==> config.mk <==
export PLATFORM = sky130hd
export DESIGN_NAME = imm_extend_pipe
export DESIGN_NICKNAME = d
export VERILOG_FILES = /design/src/rtl/ext_pkg.sv /design/src/rtl/ext_skid_buf.sv /design/src/rtl/imm_extend_pipe.sv
export SDC_FILE = /design/constraint.sdc
export NUM_CORES = 1
export LEC_CHECK = 0
export BUFFER_PORTS_ARGS = -buffer_cell sky130_fd_sc_hd__buf_2
export CORE_MARGIN = 1.5
export CORE_UTILIZATION = 49
export DETAILED_ROUTE_END_ITERATION = 10
export PLACE_DENSITY = 0.74
export SLEW_MARGIN = 15
export SYNTH_ARGS = -nofsm -noshare
export SYNTH_HDL_FRONTEND = slang
export SYNTH_SLANG_ARGS = --single-unit
==> constraint.sdc <==
create_clock -name clk -period 2.1 [get_ports clk]
set_input_delay 0.315 -clock clk [delete_from_list [all_inputs] [get_ports clk]]
set_output_delay 0.315 -clock clk [all_outputs]
set_load 0.02 [all_outputs]
==> src/rtl/ext_pkg.sv <==
// Shared mode encodings for the immediate extender.
package ext_pkg;

  localparam int EXT_MODE_W = 2;

  typedef logic [EXT_MODE_W-1:0] ext_mode_t;

  localparam ext_mode_t EXT_SIGN   = 2'b00;
  localparam ext_mode_t EXT_ZERO   = 2'b01;
  localparam ext_mode_t EXT_UPPER  = 2'b10;
  localparam ext_mode_t EXT_BRANCH = 2'b11;

endpackage

==> src/rtl/ext_skid_buf.sv <==
// 2-entry FIFO with a registered head; empty-to-output latency 1 cycle.
// in_ready is a pure function of registered occupancy, so out_ready has no comb path to in_ready.
module ext_skid_buf #(
  parameter int W = 37
) (
  input  logic         clk,
  input  logic         reset_n,
  input  logic         in_valid,
  output logic         in_ready,
  input  logic [W-1:0] in_data,
  output logic         out_valid,
  input  logic         out_ready,
  output logic [W-1:0] out_data
);

  logic [W-1:0] head;
  logic [W-1:0] tail;
  logic [1:0]   occ;
  logic         push;
  logic         pop;

  assign in_ready  = (occ != 2'd2);
  assign out_valid = (occ != 2'd0);
  assign out_data  = head;
  assign push      = in_valid & in_ready;
  assign pop       = out_valid & out_ready;

  // head always holds the oldest beat; tail only fills when head is stalled
  always_ff @(posedge clk or negedge reset_n) begin
    if (!reset_n) begin
      head <= '0;
      tail <= '0;
      occ  <= 2'd0;
    end else begin
      case (occ)
        2'd0: begin
          if (push) begin
            head <= in_data;
            occ  <= 2'd1;
          end
        end
        2'd1: begin
          case ({push, pop})
            2'b11: head <= in_data;
            2'b10: begin
              tail <= in_data;
              occ  <= 2'd2;
            end
            2'b01: occ <= 2'd0;
            default: ;
          endcase
        end
        2'd2: begin
          if (pop) begin
            head <= tail;
            occ  <= 2'd1;
          end
        end
        default: occ <= 2'd0;
      endcase
    end
  end

endmodule

==> src/rtl/imm_extend_pipe.sv <==
// Extends an immediate (sign/zero/upper/branch) and registers it with its tag; latency 1 cycle.
// 2-entry buffer absorbs consumer stalls; in_ready drops only when both entries are full.
module imm_extend_pipe
  import ext_pkg::*;
#(
  parameter int IN_W  = 16,
  parameter int OUT_W = 32,
  parameter int TAG_W = 5
) (
  input  logic                  clk,
  input  logic                  reset_n,
  input  logic                  in_valid,
  output logic                  in_ready,
  input  logic [IN_W-1:0]       in_imm,
  input  logic [EXT_MODE_W-1:0] in_mode,
  input  logic [TAG_W-1:0]      in_tag,
  output logic                  out_valid,
  input  logic                  out_ready,
  output logic [OUT_W-1:0]      out_data,
  output logic [TAG_W-1:0]      out_tag,
  output logic                  out_neg
);

  typedef struct packed {
    logic [OUT_W-1:0] data;
    logic [TAG_W-1:0] tag;
  } beat_t;

  logic [OUT_W-1:0] sext;
  logic [OUT_W-1:0] ext;
  beat_t            in_beat;
  beat_t            out_beat;

  assign sext = {{(OUT_W-IN_W){in_imm[IN_W-1]}}, in_imm};

  // branch offsets are word-aligned; bits shifted past the MSB are dropped
  always_comb begin
    ext = sext;
    case (in_mode)
      EXT_SIGN:   ext = sext;
      EXT_ZERO:   ext = {{(OUT_W-IN_W){1'b0}}, in_imm};
      EXT_UPPER:  ext = {in_imm, {(OUT_W-IN_W){1'b0}}};
      EXT_BRANCH: ext = sext << 2;
      default:    ext = sext;
    endcase
  end

  assign in_beat.data = ext;
  assign in_beat.tag  = in_tag;

  ext_skid_buf #(
    .W($bits(beat_t))
  ) u_buf (
    .clk      (clk),
    .reset_n  (reset_n),
    .in_valid (in_valid),
    .in_ready (in_ready),
    .in_data  (in_beat),
    .out_valid(out_valid),
    .out_ready(out_ready),
    .out_data (out_beat)
  );

  assign out_data = out_beat.data;
  assign out_tag  = out_beat.tag;
  assign out_neg  = out_beat.data[OUT_W-1];

endmodule

==> impl_metrics.toml <==
[outcome]
outcome = "finished, final reports clean"

[synth]
ys_seq_area_frac = 0.4741
netlist_area_um2 = 4011
ys_types = 35
synth_warnings = 0
synth.area.top_cells = "dfrtp_1, mux2_4, a31oi_1, mux2_2, o2bb2ai_1"
syn_nets = 400
synth.avg_cell_area_um2 = 10.75
synth_seq_cells = 76
synth_top_cell_by_area = "dfrtp_1"
synth_top_cell_area_share = 0.4741
netlist_instances = 373

[power_and_ir_drop]
swShare = 0.3226
p_leak_nw = 2.053
power.density_nw_per_um2 = 1149
p_clk_frac = 0.276
ir_worst_vdd_mv = 0.3790
power_frac_comb = 0.308
pwr-share-seq = 0.416
total_power_w = 0.005356
p_int_w = 0.003628
power.net_switching_w = 0.001728

[clocking]
tritoncts = "built"
postCtsSetupBuffers = 0
postCtsHoldBufs = 0
cts.sinks = 76
clock_path_buffers = 2
insertion_delay_ps = 360
cts-buffers-inserted = 9
root_buffer = "clkbuf_8"
clkTransAtPathRegs_ps = 80
post_cts_resized = 0
htree_levels = 3

[global_routing]
overflow = 0
grt_max_degree = 60
grtUsageTotal = 0.2444
grt_pass1_vias = 3220
grt_first_pass_wirelength_um = 16330
antenna_found_initial = 0

[die]
core-area_um2 = 7807
dieArea_um2 = 8739
die_x_um = 93.48
rows = 32
ios = 67
initial_utilization = 0.5138
fp.dieH_um = 93.48

[critical_path]
worst-endpoint-required_ps = 1780
worst_ep_arrival_time_ps = 1600
end_kind = "primary output"
crit_fanout = 9
reg2reg_from = "u_buf.occ[1]"
path_class = "flip-flop to primary output"
r2r_cells = 4
critPathLaunch = "u_buf.occ[0]"
regToRegSetupSlack_ps = 360
rr_endpoint = "u_buf.tail[19]"
start_kind = "flip-flop"

[place]
pre_cts_ws_ps = 213.6
gp_congestion = 0.8170
place.port_buffers = 66
dpl-instance-area_um2 = 4390
dp_hpwl_um = 6650
dp.cells = 519

[detailed_routing]
vias = 3259
drcViolationCount = 0
drt_iter0_markers = 215
wl_um = 9928
detail_route.wl_per_cell_um = 18.56
viasPerCell = 6.092
first_pass_iters = 4
ant_nets = 0

[cells_and_area]
n_antenna_cell = 0
drive_above_1_share = 0.3256
layout.nets = 455
area_delta_synth_final_pct = 16.25
final_area_um2 = 4663
fin_cells = 535

[sta]
finalSetupViolCount = 0
drv_slew = 0
relSlewSlack = 0.3286
setup_ws_ps = 182.7
post-route-period-util = 0.9130
rsz0062_at_grt = "no"
setup_tns_ps = 0
skew_ps = 5.791
finalHoldViolations = 0
tightest_slew_ps = 1005
max_clock_freq_mhz = 521.6
period_minus_slack_ps = 1917

[worst_hold_path]
min_path_type = "input port to async pin"

[job]
cap_viol_max_count = 0
[worst max path at each step]
stage | cells past startpoint | end | slack (ps)
floorplan | 4 | u_buf.out_data[10] | 600
global placement | 4 | u_buf.out_data[23] | 310
detailed placement | 4 | u_buf.out_data[27] | 210
CTS | 4 | in_ready | 170
global route | 4 | in_ready | 100
finish | 4 | in_ready | 180
[critical path: stages, from the launching register on]
cell     delay (ps)
dfrtp_1         500
and2b_1         230
inv_1           140
buf_4           200
buf_2           180
[layout make-up]
type                            count  area (um^2)
Clock buffer                       12        145.1
Clock inverter                      4        120.1
Fill cell                         669         3144
Inverter                            4        15.01
Multi-Input combinational cell    252         1878
Sequential cell                    76         1902
Tap cell                          102        127.6
Timing Repair Buffer               85        475.5
[synthesized netlist by cell type]
master,n
nor2b_1,3
a211oi_1,1
nor3b_2,1
nand3_1,18
o22a_1,1
nand2b_1,15
clkbuf_1,12
nand2_1,17
and2_1,1
clkinv_1,1
nor3b_1,15
and3b_1,1
a221oi_1,14
buf_6,3
inv_1,3
a311oi_1,14
nor2_1,29
a21o_1,13
a211o_1,1
and4bb_1,1
o2bb2ai_1,15
a21o_4,1
o21ai_0,2
xnor2_1,1
mux2_2,18
a21oi_1,5
o211ai_1,1
buf_2,20
mux2_4,19
a2bb2oi_1,1
buf_4,6
dfrtp_1,76
a21bo_2,1
a31oi_1,42
and2b_1,1
[cells in the final DEF (no fill, tap or decap), drive strengths merged]
cell	instances
a21bo	1
xnor2	1
and4bb	1
o211ai	1
a221oi	14
o21ai	2
nand3	18
a21oi	5
inv	3
clkinv	1
o22a	1
nor2b	3
bufinv	4
o2bb2ai	15
nor3b	16
a211o	1
and2	1
nor2	29
and2b	1
a2bb2oi	1
and3b	1
a311oi	14
nand2	17
dfrtp	76
mux2	37
clkbuf	12
nand2b	15
a211oi	1
buf	85
a31oi	42
a21o	14
[registers in the layout (all words and copies together), names as in the netlist]
name / count
u_buf.out_data: 37
u_buf.occ: 2
u_buf.tail: 37
[per-stage QoR]
stage	hold WS [ps]	util
6_report	26.40	0.5973
2_1_floorplan	19.41	-
5_1_grt	78.57	0.5973
4_1_cts	47.63	0.5963
3_3_place_gp	433.9	0.5623
3_5_place_dp	435.1	0.5623
[cell families (layout without fill, tap and decap cells)]
family,after synthesis,count (layout),synth area share
XOR/XNOR,1,1,0.002184
AO/OA/AOI/OAI,112,112,0.2090
AND/OR/NAND/NOR,102,102,0.1335
flip-flops,76,76,0.4741
multiplexers,37,37,0.1216
buffers and inverters,45,105,0.05957
[power by group through the flow]
stage / registers (W) / clock network (W) / logic (W)
floorplan: 0.00245 / 0 / 0.000936
global placement: 0.00223 / 0 / 0.00161
detailed placement: 0.00225 / 0 / 0.00166
CTS: 0.00223 / 0.00151 / 0.00166
global route: 0.00229 / 0.00157 / 0.00180
finish: 0.00223 / 0.00148 / 0.00165
[metal layers]
metal  track usage  vias up  part of all wire
li1              -     1512                 -
met4        0.1098        0             0.023
met3       0.04309       19             0.063
met1        0.3363     1591              0.43
met2        0.3756      137              0.49
met5             0        -                 0
No activity file was read; power rests on OpenSTA's default activity.
